--- config.mk ---
export PLATFORM = sky130hd
export DESIGN_NAME = knn_model_loader
export DESIGN_NICKNAME = d
export VERILOG_FILES = /design/src/rtl/knn_model_loader.sv
export SDC_FILE = /design/constraint.sdc
export NUM_CORES = 1
export LEC_CHECK = 0
export CAP_MARGIN = 15
export CORE_AREA = 2 2 261 263
export CTS_CLUSTER_SIZE = 16
export DETAILED_ROUTE_END_ITERATION = 10
export DIE_AREA = 0 0 263 265
export PLACE_DENSITY = 0.6
export SKIP_CTS_REPAIR_TIMING = 1
export SYNTH_ARGS = -nofsm -noshare
export SYNTH_HDL_FRONTEND = slang
export SYNTH_SLANG_ARGS = --single-unit
--- constraint.sdc ---
create_clock -name clk_i -period 3.2 [get_ports clk_i]
set_input_delay 0.64 -clock clk_i [delete_from_list [all_inputs] [get_ports clk_i]]
set_output_delay 0.64 -clock clk_i [all_outputs]
set_load 0.02 [all_outputs]
--- src/rtl/knn_model_loader.sv ---
// knn_model_loader: training-point store and query sequencer for the knn classifier.
// Training points arrive on a valid/ready write stream and are kept in a
// register file that drives knn's points/classes inputs directly. Queries are
// issued one at a time. The loader holds din stable, waits out knn's pipeline,
// samples dout and returns the class on a valid/ready response stream.
module knn_model_loader #(
  parameter int NPoints       = 17,
  parameter int Classes       = 2,
  parameter int LatencyCycles = 2,
  parameter bit Overwrite     = 1'b0,
  localparam int CW   = (Classes > 1) ? $clog2(Classes) : 1,
  localparam int CntW = $clog2(NPoints + 1),
  localparam int PtrW = (NPoints > 1) ? $clog2(NPoints) : 1
) (
  input  logic                         clk_i,
  input  logic                         rst_i,
  input  logic                         clear_i,
  input  logic                         wr_valid_i,
  output logic                         wr_ready_o,
  input  logic [31:0]                  wr_point_i,
  input  logic [CW-1:0]                wr_class_i,
  input  logic                         q_valid_i,
  output logic                         q_ready_o,
  input  logic [31:0]                  q_point_i,
  output logic                         r_valid_o,
  input  logic                         r_ready_i,
  output logic [CW-1:0]                r_class_o,
  output logic [NPoints-1:0][31:0]     points_o,
  output logic [NPoints-1:0][CW-1:0]   classes_o,
  output logic [31:0]                  din_o,
  input  logic [CW-1:0]                dout_i,
  output logic [CntW-1:0]              count_o,
  output logic                         full_o
);

  localparam int WaitW = (LatencyCycles > 0) ? $clog2(LatencyCycles + 1) : 1;
  localparam logic [WaitW-1:0] WaitLast = WaitW'(LatencyCycles);
  localparam logic [CntW-1:0]  CountMax = CntW'(NPoints);
  localparam logic [PtrW-1:0]  PtrLast  = PtrW'(NPoints - 1);

  typedef enum logic [1:0] {
    ST_IDLE,
    ST_WAIT,
    ST_RESP
  } state_e;

  state_e                       state_q;
  logic [WaitW-1:0]             wait_q;
  logic [CntW-1:0]              count_q;
  logic [PtrW-1:0]              ptr_q;
  logic [NPoints-1:0][31:0]     points_q;
  logic [NPoints-1:0][CW-1:0]   classes_q;
  logic [31:0]                  din_q;
  logic [CW-1:0]                rclass_q;
  logic                         rvalid_q;

  logic full_d;
  logic q_fire_d;
  logic wr_fire_d;

  // Handshake qualification: queries need a complete model, and a query
  // always wins over a write so the model stays frozen while knn is busy.
  always_comb begin
    full_d     = (count_q == CountMax);
    q_ready_o  = (state_q == ST_IDLE) && full_d && !clear_i && !rst_i;
    q_fire_d   = q_valid_i && q_ready_o;
    wr_ready_o = (state_q == ST_IDLE) && (!full_d || Overwrite) && !clear_i && !rst_i
                 && !q_fire_d;
    wr_fire_d  = wr_valid_i && wr_ready_o;
  end

  // Model store and query sequencer; reset beats flush, flush beats everything else.
  always_ff @(posedge clk_i) begin
    if (rst_i) begin
      state_q   <= ST_IDLE;
      wait_q    <= '0;
      count_q   <= '0;
      ptr_q     <= '0;
      points_q  <= '0;
      classes_q <= '0;
      din_q     <= '0;
      rclass_q  <= '0;
      rvalid_q  <= 1'b0;
    end else if (clear_i) begin
      state_q   <= ST_IDLE;
      count_q   <= '0;
      ptr_q     <= '0;
      points_q  <= '0;
      classes_q <= '0;
      rvalid_q  <= 1'b0;
    end else begin
      case (state_q)
        ST_IDLE: begin
          if (q_fire_d) begin
            din_q   <= q_point_i;
            wait_q  <= '0;
            state_q <= ST_WAIT;
          end else if (wr_fire_d) begin
            points_q[ptr_q]  <= wr_point_i;
            classes_q[ptr_q] <= wr_class_i;
            ptr_q            <= (ptr_q == PtrLast) ? '0 : ptr_q + 1'b1;
            if (count_q != CountMax) begin
              count_q <= count_q + 1'b1;
            end
          end
        end
        ST_WAIT: begin
          if (wait_q == WaitLast) begin
            rclass_q <= dout_i;
            rvalid_q <= 1'b1;
            state_q  <= ST_RESP;
          end else begin
            wait_q <= wait_q + 1'b1;
          end
        end
        ST_RESP: begin
          if (r_ready_i) begin
            rvalid_q <= 1'b0;
            state_q  <= ST_IDLE;
          end
        end
        default: begin
          state_q <= ST_IDLE;
        end
      endcase
    end
  end

  assign r_valid_o = rvalid_q;
  assign r_class_o = rclass_q;
  assign points_o  = points_q;
  assign classes_o = classes_q;
  assign din_o     = din_q;
  assign count_o   = count_q;
  assign full_o    = full_d;

endmodule

==> metrics.txt <==
TritonCTS clock tree done; number of diodes 0; Row Count 95; GRT Overall Usage 24.5%; first-pass GRT wire length 129,000 um; worst slew pin tran 1.07 ns; initial detailed-routing violation count 1,481; Synth Warn # 0; WHS Path Cells 2; total congestion overflow 0; hold endpoint points_o[20]; multi-input logic area 8950 sq um; Util after Layout 48.2%; CP Launch Type flop; H-tree level count 3; Filler Cell Count 6,204; FF/Latch Area 12,200 sq um; RR Startpoint count_o[1]; Worst Path Max Fanout 13; Setup TNS Final 0 ns; I/O Pins 675; clk_lat worst skew 0.60 ns; Netlist cell types 36; RSZ-0062 raised after global routing no; # DRC 0; largest net degree at the start of global routing 89; post-synthesis sequential area ratio 54.7%; fin crit share 93.3%; die height 265 um; number of global-route vias before repair 19,300; Hold Path Class flop to flop; Fin Clk Skew 0.0216 ns; Worst EP arrival 2.35 ns; clock sink count 609; Crit. End Element output port; dpl hpwl 62,100 um; R2R Path End points_o[276]; layout cells sized above 1 7.19%; final hold violation count 0; EDFF count, synth 0; Port Buffers 674; Slew Viols, Final 0; Avg Vias per Cell 5.00; Nets 3,079; Post-Syn Instances 2,384; clock period minus worst slack 2.99 ns; core area 66,800 sq um; Yosys reg bits 609; initial core utilization 33.4%; root buffer cell clkbuf_16; Detailed Routing Iterations Pass 1 5; HP Start points_o[20]; maximum clock insertion buffer count 3; GPL Wtd Cong 0.844; syn_area_per_cell 9.35 sq um; commonest non-fill, non-tap cells in the layout 697 x nand2_1, 672 x clkdlybuf4s50_1, 609 x dfxtp_1; TritonCTS buffer count 68; Crit path required time 2.56 ns; setup violators final 0; ANT nets after route 0; most common cell after layout, fill and taps aside nand2_1; pwr dens 491 nW/um^2; worst rel slew slack 28.7%; WL/cell 22.6 um; Reg clk slew, reported paths 0.05 ns; syn_nets 2,463; kind of critical path flop to output port; P_leak 13.2 nW; number of max-cap violations 0; max frequency 335 MHz; async set or reset register ratio after synthesis 0%; initial antenna violation count 0; FF-to-FF setup slack 0.72 ns; synthesized area 22,300 sq um; Die Area 69,700 sq um; Max IR drop VDD 375 uV; Die Span X 263 um; Reg2Reg Depth 7; vias 19,600; Routed WL 88,800 um; Synth Flop Type dfxtp_1; outcome finished clean; P&R area growth vs syn 44.6%
[how the worst max path moves through the flow]
stage,start,endpoint,slack (ns),cells past startpoint
3_3_place_gp,clear_i,wr_ready_o,0.07,5
3_5_place_dp,rst_i,points_o[460],0.03,7
5_1_grt,count_o[0],full_o,0.10,4
4_1_cts,clear_i,q_ready_o,0.05,5
6_report,count_o[0],full_o,0.21,4
2_1_floorplan,clear_i,q_ready_o,0.73,5
[where the power goes]
group | internal [mW] | switching (mW)
registers | 7.60 | 0.00821
logic | 0.187 | 0.427
clock network | 4.41 | 3.20
[cells by family after synthesis]
family | share of synthesized area [%]
adder cells (fa/ha/maj) | 0.393
flip-flops | 54.7
buffers and inverters | 5.20
AO/OA/AOI/OAI | 5.55
XOR/XNOR | 0.236
multiplexers | 16.3
AND/OR/NAND/NOR | 17.6
[worst max-delay path: stages (launching register included)]
cell and delay [ns]:
dfxtp_1 0.42, ha_1 0.24, nand4bb_4 0.25, inv_1 0.22, clkdlybuf4s50_1 0.63
[Yosys cell counts (2+ instances only)]
| cell | instances | area share, % |
|---|---|---|
| a211oi_1 | 2 | 0.067 |
| a21oi_1 | 71 | 1.6 |
| and2_1 | 10 | 0.28 |
| and3_1 | 8 | 0.22 |
| and4_1 | 2 | 0.079 |
| and4b_1 | 2 | 0.090 |
| buf_2 | 50 | 1.1 |
| buf_4 | 33 | 1.1 |
| buf_6 | 14 | 0.71 |
| buf_8 | 2 | 0.13 |
| clkbuf_1 | 119 | 2.0 |
| dfxtp_1 | 609 | 55 |
| ha_1 | 7 | 0.39 |
| inv_1 | 6 | 0.10 |
| mux2i_1 | 363 | 16 |
| nand2_1 | 697 | 12 |
| nand2_2 | 2 | 0.056 |
| nand2_4 | 8 | 0.40 |
| nand3_1 | 169 | 3.8 |
| nand3b_1 | 2 | 0.067 |
| nand4_1 | 6 | 0.17 |
| nor2_1 | 14 | 0.24 |
| o21ai_0 | 135 | 3.0 |
| o21ai_1 | 35 | 0.79 |
| or3_1 | 2 | 0.056 |
| or3b_2 | 2 | 0.079 |
| xnor2_1 | 2 | 0.079 |
| xor2_1 | 4 | 0.16 |
[area by class of cell]
class | instances | share of cell area (%)
repair buffers | 765 | 24.2
flip-flops and latches | 609 | 37.8
multi-input cells | 1550 | 27.8
clock buffers | 97 | 6.16
clock inverters | 21 | 0.571
well taps | 873 | 3.39
inverters | 6 | 0.0699
[metrics by stage]
step	hold WS [ns]	instances	power (mW)	instance area (sq um)	worst slack, ns
6_report	0.448	3921	15.8	32200	0.213
5_1_grt	0.463	3921	16.3	32200	0.104
4_1_cts	0.448	3921	16.0	32200	0.0530
3_5_place_dp	0.440	3803	8.39	30000	0.0266
3_3_place_gp	0.437	3803	8.38	30000	0.0651
2_1_floorplan	0.437	2384	8.02	22300	0.732
[flip-flops by register name, indices dropped and copies added, names as in the netlist]
| register | cells |
|---|---|
| count_o | 5 |
| r_class_o | 1 |
| classes_o | 17 |
| din_o | 32 |
| points_o | 544 |
| r_valid_o | 1 |
| ptr_q | 5 |
| state_q | 2 |
| wait_q | 2 |
[routing by layer]
layer	share of wire, %	up-vias	global-route usage (%)
met5	0	-	0
met2	49	785	42.3
met3	6.5	199	5.76
li1	-	9118	-
met1	40	9519	29.0
met4	4.5	0	10.9
(Power assumes the default switching activity.)
